[src/rtl/shift_left_capture_pkg.sv]
// Shared definitions for the SPM serial-product capture register.
package shift_left_capture_pkg;

   typedef enum logic [1:0] {
      IDLE  = 2'd0,
      SKIP  = 2'd1,
      SHIFT = 2'd2,
      HOLD  = 2'd3
   } state_t;

   localparam int unsigned PRODUCT_W    = 64;
   localparam int unsigned DEFAULT_LEAD = 1;
   localparam int unsigned LEAD_CNT_W   = 2;

   // First capture state after start: skip the transmitter's load cycle unless LEAD is zero.
   function automatic state_t entry_state(input int unsigned lead);
      return (lead == 0) ? SHIFT : SKIP;
   endfunction

endpackage

[src/rtl/shift_left_capture.sv]
// Serial-in, parallel-out capture of an LSB-first word with a valid/ready output.
module shift_left_capture
   import shift_left_capture_pkg::*;
#(
   parameter int unsigned WIDTH = PRODUCT_W,
   parameter int unsigned LEAD  = DEFAULT_LEAD
) (
   input  logic             clk,
   input  logic             rst,
   input  logic             start,
   input  logic             in,
   output logic [WIDTH-1:0] data,
   output logic             valid,
   input  logic             ready,
   output logic             busy,
   output logic             overrun
);

   localparam int unsigned CNT_W     = $clog2(WIDTH);
   localparam int unsigned LEAD_LAST = (LEAD == 0) ? 0 : LEAD - 1;
   localparam logic [CNT_W-1:0]      BIT_END  = CNT_W'(WIDTH - 1);
   localparam logic [LEAD_CNT_W-1:0] LEAD_END = LEAD_CNT_W'(LEAD_LAST);

   state_t                state, state_n;
   logic [WIDTH-1:0]      sr;
   logic [WIDTH-1:0]      sr_shifted;
   logic [CNT_W-1:0]      bit_cnt, bit_cnt_n;
   logic [LEAD_CNT_W-1:0] lead_cnt, lead_cnt_n;
   logic                  shift_en;
   logic                  capture_en;
   logic                  overrun_n;

   assign sr_shifted = {in, sr[WIDTH-1:1]};

   // State register plus registered status outputs decoded from the next state.
   always_ff @(posedge clk or negedge rst) begin
      if (!rst) begin
         state   <= IDLE;
         valid   <= 1'b0;
         busy    <= 1'b0;
         overrun <= 1'b0;
      end else begin
         state   <= state_n;
         valid   <= (state_n == HOLD);
         busy    <= (state_n == SKIP) || (state_n == SHIFT);
         overrun <= overrun_n;
      end
   end

   // Next-state, counter and datapath-enable decode.
   always_comb begin
      state_n    = state;
      bit_cnt_n  = bit_cnt;
      lead_cnt_n = lead_cnt;
      shift_en   = 1'b0;
      capture_en = 1'b0;
      overrun_n  = 1'b0;
      case (state)
         IDLE: begin
            if (start) begin
               state_n    = entry_state(LEAD);
               bit_cnt_n  = '0;
               lead_cnt_n = '0;
            end
         end
         SKIP: begin
            if (start) begin
               state_n    = entry_state(LEAD);
               bit_cnt_n  = '0;
               lead_cnt_n = '0;
            end else if (lead_cnt == LEAD_END) begin
               state_n   = SHIFT;
               bit_cnt_n = '0;
            end else begin
               lead_cnt_n = lead_cnt + 1'b1;
            end
         end
         SHIFT: begin
            // A start here aborts; the old bits are overwritten by the new word.
            if (start) begin
               state_n    = entry_state(LEAD);
               bit_cnt_n  = '0;
               lead_cnt_n = '0;
            end else begin
               shift_en = 1'b1;
               if (bit_cnt == BIT_END) begin
                  capture_en = 1'b1;
                  state_n    = HOLD;
                  bit_cnt_n  = '0;
               end else begin
                  bit_cnt_n = bit_cnt + 1'b1;
               end
            end
         end
         HOLD: begin
            if (ready) begin
               if (start) begin
                  state_n    = entry_state(LEAD);
                  bit_cnt_n  = '0;
                  lead_cnt_n = '0;
               end else begin
                  state_n = IDLE;
               end
            end else if (start) begin
               overrun_n = 1'b1;
            end
         end
         default: state_n = IDLE;
      endcase
   end

   // Shift register, counters and the output word (written only on completion).
   always_ff @(posedge clk or negedge rst) begin
      if (!rst) begin
         sr       <= '0;
         data     <= '0;
         bit_cnt  <= '0;
         lead_cnt <= '0;
      end else begin
         bit_cnt  <= bit_cnt_n;
         lead_cnt <= lead_cnt_n;
         if (shift_en) begin
            sr <= sr_shifted;
         end
         if (capture_en) begin
            data <= sr_shifted;
         end
      end
   end

endmodule

[config.mk]
export PLATFORM = sky130hd
export DESIGN_NAME = shift_left_capture
export DESIGN_NICKNAME = d
export VERILOG_FILES = /design/src/rtl/shift_left_capture_pkg.sv /design/src/rtl/shift_left_capture.sv
export SDC_FILE = /design/constraint.sdc
export NUM_CORES = 1
export LEC_CHECK = 0
export ABC_AREA = 1
export CAP_MARGIN = 20
export CORE_UTILIZATION = 35
export CTS_CLUSTER_DIAMETER = 200
export DETAILED_ROUTE_END_ITERATION = 7
export DONT_BUFFER_PORTS = 1
export HOLD_SLACK_MARGIN = 0.03
export RECOVER_POWER = 50
export SLEW_MARGIN = 30
export SYNTH_ARGS = -nofsm -noshare
export SYNTH_HDL_FRONTEND = slang
export SYNTH_SLANG_ARGS = --single-unit
export TNS_END_PERCENT = 5
[constraint.sdc]
create_clock -name clk -period 1.8 [get_ports clk]
set_input_delay 0.36 -clock clk [delete_from_list [all_inputs] [get_ports clk]]
set_output_delay 0.36 -clock clk [all_outputs]
set_load 0.01 [all_outputs]
==> results.json, run 1 <==
{
  "yosys.area_share.simple": 0.128,
  "io_pins": 72,
  "grt_pass1_vias": 3576,
  "grt_pass1_wl_mm": 16.8,
  "hpwl_mm": 6.25,
  "htreeDepth": 4,
  "violations": "hold timing",
  "fp.coreArea_sq_um": 15900,
  "io_buffers": 0,
  "cp.arrival_ns": 1.93,
  "p_leak_nw": 2.97,
  "ir_worst_vdd_mv": 0.605,
  "worst_hold_path_type": "primary input to async pin",
  "synth_xor_area_frac": 0.00153,
  "synth.area.mux_share": 0,
  "clk_latency_ns": 0.42,
  "synth_compound_area_frac": 0.161,
  "cts_tree": "built",
  "syn_nets": 568,
  "yosysSeqAreaShare": 0.612,
  "cp_max_fo": 4,
  "worst_pin_slew_ns": 0.350,
  "cp-startpoint": "bit_cnt[0]$_DFFE_PN0P_",
  "finalSetupViolCount": 0,
  "end_kind": "flop",
  "drv_cap": 0,
  "ys_types": 27,
  "drive_gt1_frac": 0.193,
  "regToRegStartpoint": "bit_cnt[0]$_DFFE_PN0P_",
  "fin_skew_ns": 0.00936,
  "dieHeight_um": 130,
  "root_buffer": "clkbuf_16",
  "crit_chain": "ha_1 -> nand2_1 -> nor2_2 -> nand3_1 -> nand2_1 -> nand2_1 -> nand4_1 -> ha_1",
  "via_per_inst": 4.52,
  "clock_sinks": 140,
  "antenna_found_initial": 0,
  "slew_headroom": 0.767,
  "timing.final.ws_setup_ns": 0.175,
  "cp_slowest_cell": "dfrtp_1",
  "hold_viol": 140,
  "drt-total-wl_mm": 9.90,
  "ys_warn_count": 0,
  "postCtsSetupRepairBufs": 0,
  "slew_violations": 0,
  "synthAdderAreaFrac": 0.00655,
  "clk_pin_slew_ns": 0.06,
  "status": "finished with violations",
  "path_class": "flop to flop",
  "rows": 46,
  "firstDrtPassIters": 4,
  "start_kind": "flop",
  "die_area_sq_um": 16900,
  "grt_use_total": 0.131,
  "vias": 3549,
  "syn_area_sq_um": 5730,
  "cp_slowest_stage_delay_ns": 0.39,
  "start_util": 0.359,
  "cts_buffer_depth": 2,
  "postRouteAntennaNets": 0,
  "routedWlPerCell_um": 12.6,
  "synth_top_family_by_area": "compound AO/OA/AOI/OAI gates",
  "grt_max_degree": 141,
  "fin_crit_sh": 0.903,
  "areaGrowthSynthToFinish_pct": 13.1,
  "ctsResizeCount": 0,
  "drc": 0,
  "nNetsFinal": 564,
  "die_width_um": 130,
  "powerDensity_nw_per_um2": 1440,
  "gp_congestion": 0.780,
  "synth_cells": 560,
  "drtIter0Drc": 182,
  "cts_buffers": 17,
  "setup_tns_ns": 0,
  "holdWs_ns": -0.368,
  "cp_common_cell": "nand2_1",
  "grt-ovfl-total": 0,
  "fin_crit_ns": 1.63,
  "dpl_worst_slack_ns": 0.224,
  "syn_avg_cell_area_sq_um": 10.2,
  "required_ns": 2.10,
  "ys_seq_elements": 140,
  "rsz0062_at_grt": "false",
  "fmax_mhz": 615,
  "num_antenna_cells": 0
}
==> power by group <==
part | switching, mW | internal, mW | leakage (nW) | total (mW)
logic | 1.01 | 0.440 | 0.794 | 1.45
clock network | 1.35 | 2.22 | 0.282 | 3.57
registers | 0.426 | 3.90 | 1.89 | 4.33
==> cell usage in the layout (no fill, tap or decap), types with 2 or more instances in the layout <==
cell type,synthesis,layout
o21ai_2,64,64
clkinvlp_4,0,5
o21ai_0,65,65
nor2_2,2,2
nand2_1,147,147
clkinv_4,0,3
nand3_1,9,9
a21oi_1,2,2
nand4_1,5,5
o21ai_1,3,3
buf_12,0,4
bufinv_16,0,3
dfrtp_1,140,140
clkbuf_16,0,17
ha_1,3,3
inv_1,75,75
inv_2,2,2
nor2_1,5,5
==> synthesized netlist by cell type <==
library cell	instances	area, sq um
a21oi_1	2	10.0
a31oi_1	1	6.26
buf_2	6	30.0
buf_4	1	7.51
buf_6	15	169
clkbuf_1	6	22.5
dfrtp_1	140	3500
ha_1	3	37.5
inv_1	75	282
inv_2	2	7.51
nand2_1	147	552
nand2_2	1	6.26
nand2_4	1	11.3
nand3_1	9	45.0
nand3b_1	1	7.51
nand4_1	5	31.3
nand4_2	1	12.5
nor2_1	5	18.8
nor2_2	2	12.5
nor2_4	1	11.3
nor2_8	1	20.0
o211ai_1	1	7.51
o21ai_0	65	325
o21ai_1	3	15.0
o21ai_2	64	561
or2_2	1	6.26
xor2_1	1	8.76
==> critical path, delay by kind of cell (launching register included) <==
family / cells / cell delay [ns]
adders and majority gates: 2 / 0.40
DFF: 1 / 0.39
and+or+nand+nor: 6 / 0.71
==> worst paths after layout <==
kind / slack [ns] / endpoint / cells past startpoint
setup / recovery: 0.17 / busy$_DFF_PN0_ / 8
hold / removal: -0.37 / lead_cnt[1]$_DFFE_PN0P_ / 0
setup reg to reg: 0.17 / busy$_DFF_PN0_ / 8
hold reg to reg: 0.48 / lead_cnt[0]$_DFFE_PN0P_ / 1
max in group asynchronous: 1.86 / data[46]$_DFFE_PN0P_ / 0
min in group clk: 0.07 / sr[63]$_DFFE_PN0P_ / 2
==> kinds of logic (layout without fill, tap and decap cells) <==
group | Yosys count | count (layout)
buf+inv | 105 | 114
compound gates | 136 | 136
flops | 140 | 140
fa+ha+maj | 3 | 3
simple gates | 175 | 175
xor+xnor | 1 | 1
==> registers in the layout (all words and copies together) (netlist names) <==
| signal | cells |
|---|---|
| data | 64 |
| sr | 63 |
| bit_cnt | 6 |
| lead_cnt | 2 |
| state | 2 |
| busy | 1 |
| overrun | 1 |
| valid | 1 |
==> per-layer routing <==
metal / GRT usage / vias up / routed length [um]
met5: 0 / - / 0
met4: 0.0752 / 0 / 268
met3: 0.0566 / 23 / 623
met2: 0.200 / 81 / 4670
met1: 0.155 / 1687 / 4340
li1: - / 1758 / -
==> metrics by stage <==
step                total power [mW]  area (sq um)  hold slack (ns)   util  cells
floorplan                       5.46          5730           0.0644      -    560
global placement                5.75          5860           0.0673  0.368    753
detailed placement              5.84          5860           0.0671  0.368    753
CTS                             9.51          6470           -0.401  0.406    785
global route                    9.99          6470           -0.397  0.406    785
finish                          9.35          6470           -0.368  0.406    785
==> final cells by class <==
cell class	instances	area (sq um)
multi-input combinational	315	1710
timing repair buffer	5	87.6
inverter	77	289
sequential	140	3500
clock buffer	19	443
clock inverter	13	168
fill	1572	9470
tap	216	270
Note: power is estimated with default switching activity, not from simulation.
==> inputs of run 2 (changes only) <==
- CORE_UTILIZATION: 35 -> 40
- SKIP_LAST_GASP: unset -> 1
==> run 2 against run 1 <==
Effect of this change: the flow still finishes with violations (hold timing); combinational power barely moved; sequential power about the same; worst hold slack improved by 0.0042 ns; cell count fell by 4.7%; maximum frequency is 0.18% lower; wire length increased by 0.33%; clock skew fell by 0.0032 ns; final area down 0.81%; register-to-register slack is essentially flat; first-iteration DRC count up 24%; sequential share of layout area grew 0.44 points; power shrank 0.11%; critical path type unchanged; largest cell class unchanged; highest routed layer unchanged.
==> results.json, run 2 (synthesis results as in run 1) <==
{
  "nNetsFinal": 563,
  "status": "finished with violations",
  "cp_max_fo": 4,
  "most-common-layout-cells": "147 x nand2_1, 140 x dfrtp_1, 75 x inv_1",
  "drv_cap": 0,
  "final_common_cell": "nand2_1",
  "setup_tns_ns": 0,
  "fmax_mhz": 614,
  "grt_max_degree": 141,
  "dieHeight_um": 122,
  "drtIter0Drc": 226,
  "clk_latency_ns": 0.42,
  "postCtsSetupRepairBufs": 0,
  "grt_pass1_wl_mm": 16.8,
  "cts_buffers": 17,
  "rows": 43,
  "cp-startpoint": "bit_cnt[0]$_DFFE_PN0P_",
  "routedWlPerCell_um": 13.3,
  "hpwl_mm": 6.27,
  "crit_chain": "ha_1 -> nand2_1 -> nor2_2 -> nand3_1 -> nand2_1 -> nand2_1 -> nand4_1 -> ha_1",
  "regToRegStartpoint": "bit_cnt[0]$_DFFE_PN0P_",
  "largest_reg_flops": 64,
  "num_antenna_cells": 0,
  "fin_crit_sh": 0.904,
  "die_area_sq_um": 14800,
  "drc": 0,
  "clock_sinks": 140,
  "cp.arrival_ns": 1.93,
  "ctsResizeCount": 0,
  "die_width_um": 122,
  "worstSetupEndpoint": "busy$_DFF_PN0_",
  "holdWs_ns": -0.363,
  "grt_use_total": 0.149,
  "cts_tree": "built",
  "worst_pin_slew_ns": 0.344,
  "start_kind": "flop",
  "dpl_worst_slack_ns": 0.181,
  "areaGrowthSynthToFinish_pct": 12.1,
  "path_class": "flop to flop",
  "timing.final.ws_setup_ns": 0.172,
  "worst_hold_path_type": "primary input to async pin",
  "p_leak_nw": 2.97,
  "postRouteAntennaNets": 0,
  "rr_worst_depth": 8,
  "start_util": 0.411,
  "multi_input_area_sq_um": 1710,
  "io_pins": 72,
  "slew_violations": 0,
  "vias": 3536,
  "root_buffer": "clkbuf_16",
  "register_area_sq_um": 3500,
  "required_ns": 2.10,
  "fin_skew_ns": 0.00617,
  "fin_util": 0.461,
  "htreeDepth": 4,
  "firstDrtPassIters": 4,
  "fp.coreArea_sq_um": 13900,
  "finalSetupViolCount": 0,
  "top_regs": "data x64, sr x63, bit_cnt x6",
  "via_per_inst": 4.73,
  "clk_pin_slew_ns": 0.06,
  "powerDensity_nw_per_um2": 1450,
  "fillers": 1315,
  "regToRegSetupSlack_ns": 0.17,
  "cts_buffer_depth": 2,
  "end_kind": "flop",
  "rr_endpoint": "busy$_DFF_PN0_",
  "io_buffers": 0,
  "drt-total-wl_mm": 9.93,
  "fin_crit_ns": 1.63,
  "cp_slowest_stage_delay_ns": 0.39,
  "rsz0062_at_grt": "false",
  "violations": "hold timing",
  "cp_common_cell": "nand2_1",
  "gp_congestion": 0.807,
  "slew_headroom": 0.770,
  "drive_gt1_frac": 0.192,
  "grt_pass1_vias": 3491,
  "grt-ovfl-total": 0,
  "ir_worst_vdd_mv": 0.618,
  "top_register": "data",
  "hold_viol": 140,
  "antenna_found_initial": 0,
  "cp_slowest_cell": "dfrtp_1"
}
run 2: cell types whose count changed in the layout (fill, tap and decap cells not counted), sizes merged:
cell  change
buf       -1
run 2: worst max-delay path: cells and delay by family, from the launching register on:
family,cells,cell delay (ns)
and+or+nand+nor,6,0.70
DFF,1,0.39
adders and majority gates,2,0.42
run 2: routing by layer:
metal | track usage | up-vias | share of wire
met3 | 0.0585 | 16 | 0.063
met1 | 0.189 | 1691 | 0.46
met4 | 0.0764 | 0 | 0.019
met5 | 0 | - | 0
met2 | 0.221 | 72 | 0.46
li1 | - | 1757 | -
run 2: final cells by class:
cell class	count	area share
sequential	140	0.545
multi-input combinational	315	0.267
clock buffer	19	0.0690
inverter	77	0.0450
tap	180	0.0351
clock inverter	13	0.0261
timing repair buffer	4	0.0125
run 2: where the power goes:
part	internal (mW)	switching, mW
combinational	0.438	1.01
clock	2.22	1.33
sequential	3.91	0.429
run 2: worst min-delay path by stage:
stage | slack [ns] | endpoint | startpoint | cells after the start
floorplan | 0.06 | bit_cnt[0]$_DFFE_PN0P_ | rst | 0
global placement | 0.07 | data[10]$_DFFE_PN0P_ | rst | 0
detailed placement | 0.07 | data[9]$_DFFE_PN0P_ | rst | 0
CTS | -0.38 | data[9]$_DFFE_PN0P_ | rst | 0
global route | -0.39 | data[10]$_DFFE_PN0P_ | rst | 0
finish | -0.36 | data[9]$_DFFE_PN0P_ | rst | 0
run 2: through the flow:
| step | total power [mW] | std cells | cell area (sq um) |
|---|---|---|---|
| after global routing | 9.93 | 748 | 6420 |
| after floorplan | 5.46 | 560 | 5730 |
| after CTS | 9.49 | 748 | 6420 |
| after detailed placement | 5.85 | 716 | 5810 |
| final | 9.34 | 748 | 6420 |
| after global placement | 5.76 | 716 | 5810 |
==> inputs of run 3 (changes only) <==
- CORE_UTILIZATION: 40 -> 39
==> run 3 against run 2 <==
Effect of this change: the run still ends with hold timing left; sequential power is essentially flat; non-clock buffer count rose by 1; register-to-register slack got worse by 0.02 ns; count of clock-buffer cells in the layout up 1; worst setup slack got worse by 0.022 ns; maximum frequency down 1.3%; wire length is 0.28% higher; die area increased by 2.5%; critical endpoint is now data[49]$_DFFE_PN0P_; largest power group unchanged.
==> results.json, run 3 (synthesis results as in run 1) <==
{
  "fmax_mhz": 606,
  "placedCellCount": 717,
  "powerDensity_nw_per_um2": 1450,
  "design_area_sq_um": 6410,
  "grt_max_degree": 141,
  "drv_cap": 0,
  "p_comb_frac": 0.155,
  "start_util": 0.406,
  "p_sw_mw": 2.71,
  "cts_tree": "built",
  "root_buffer": "clkbuf_16",
  "fin_crit_sh": 0.917,
  "nNetsFinal": 564,
  "ir_worst_vdd_mv": 0.677,
  "slew_headroom": 0.712,
  "p_int_mw": 6.58,
  "cp_max_fo": 27,
  "path_class": "flop to flop",
  "drc": 0,
  "fin_skew_ns": 0.00617,
  "placed_area_sq_um": 5810,
  "die_area_sq_um": 15200,
  "worst_pin_slew_ns": 0.432,
  "firstDrtPassIters": 4,
  "drtIter0Drc": 232,
  "required_ns": 2.10,
  "seqPwrFrac": 0.467,
  "postCtsSetupRepairBufs": 0,
  "ctsResizeCount": 0,
  "fin_util": 0.454,
  "end_kind": "flop",
  "fp.coreArea_sq_um": 14100,
  "cts_buffers": 17,
  "drt-total-wl_mm": 9.96,
  "largest_reg_flops": 64,
  "slew_violations": 0,
  "fin_cells": 748,
  "violations": "hold timing",
  "postRouteAntennaNets": 0,
  "start_kind": "flop",
  "setup_tns_ns": 0,
  "top_register": "data",
  "via_per_inst": 4.72,
  "drive_gt1_frac": 0.192,
  "num_antenna_cells": 0,
  "clk_pin_slew_ns": 0.06,
  "hpwl_mm": 6.39,
  "antenna_found_initial": 0,
  "clock_sinks": 140,
  "top_regs": "data x64, sr x63, bit_cnt x6",
  "power_mw": 9.28,
  "clkPwrFrac": 0.378,
  "grt_use_total": 0.146,
  "fillers": 1311,
  "worst_hold_path_type": "primary input to async pin",
  "finalSetupViolCount": 0,
  "fin_crit_ns": 1.65,
  "htreeDepth": 4,
  "io_buffers": 0,
  "most-common-layout-cells": "147 x nand2_1, 140 x dfrtp_1, 75 x inv_1",
  "clk_latency_ns": 0.41,
  "swShare": 0.291,
  "areaGrowthSynthToFinish_pct": 11.9,
  "routedWlPerCell_um": 13.3,
  "grt_pass1_vias": 3400,
  "status": "finished with violations",
  "hold_viol": 140,
  "die_width_um": 123,
  "io_pins": 72,
  "grt-ovfl-total": 0,
  "final_common_cell": "nand2_1",
  "cts_buffer_depth": 2,
  "rsz0062_at_grt": "false",
  "grt_pass1_wl_mm": 16.6,
  "rows": 43,
  "holdWs_ns": -0.353,
  "gp_congestion": 0.852,
  "vias": 3532,
  "regToRegSetupSlack_ns": 0.15,
  "cp.arrival_ns": 1.95,
  "dieHeight_um": 123,
  "p_leak_nw": 2.98
}
-- run 3: final cells by class --
type | count | area (sq um) | area share
clock buffers | 20 | 457 | 0.0713
well taps | 180 | 225 | 0.0352
multi-input cells | 315 | 1710 | 0.268
inverters | 77 | 289 | 0.0451
flip-flops and latches | 140 | 3500 | 0.547
clock inverters | 11 | 143 | 0.0223
repair buffers | 5 | 75.1 | 0.0117
-- run 3: path summary, 6_finish.rpt --
path | end | depth (start not counted) | startpoint
min | sr[60]$_DFFE_PN0P_ | 0 | rst
max in group asynchronous | data[28]$_DFFE_PN0P_ | 0 | rst
max | data[49]$_DFFE_PN0P_ | 7 | bit_cnt[0]$_DFFE_PN0P_
max reg2reg | data[49]$_DFFE_PN0P_ | 7 | bit_cnt[0]$_DFFE_PN0P_
min in group clk | sr[63]$_DFFE_PN0P_ | 2 | in
min reg2reg | lead_cnt[0]$_DFFE_PN0P_ | 1 | lead_cnt[0]$_DFFE_PN0P_
-- run 3: routing by layer --
layer | track usage | wire (um) | up-vias
met5 | 0 | 0 | -
met1 | 0.182 | 4510 | 1665
li1 | - | - | 1762
met4 | 0.0791 | 136 | 0
met3 | 0.0503 | 566 | 11
met2 | 0.223 | 4750 | 94
-- run 3: through the flow --
step / setup WS, ns / hold slack, ns
2_1_floorplan: 0.337 / 0.0644
3_3_place_gp: 0.275 / 0.0709
3_5_place_dp: 0.154 / 0.0691
4_1_cts: 0.146 / -0.385
5_1_grt: 0.0416 / -0.388
6_report: 0.150 / -0.353
-- run 3: power groups by stage --
stage | clock network, mW | registers [mW] | logic (mW)
finish | 3.51 | 4.33 | 1.44
global placement | 0 | 4.35 | 1.40
CTS | 3.60 | 4.34 | 1.48
detailed placement | 0 | 4.39 | 1.46
global route | 3.77 | 4.44 | 1.69
floorplan | 0 | 4.27 | 1.19
-- run 3: critical path, cell delays in order (launching register included) --
cell and delay [ns]:
dfrtp_1 0.40, ha_1 0.19, nand2_1 0.10, nor2_2 0.19, nand4_4 0.18, buf_4 0.28, nand2_1 0.12, o21ai_2 0.06
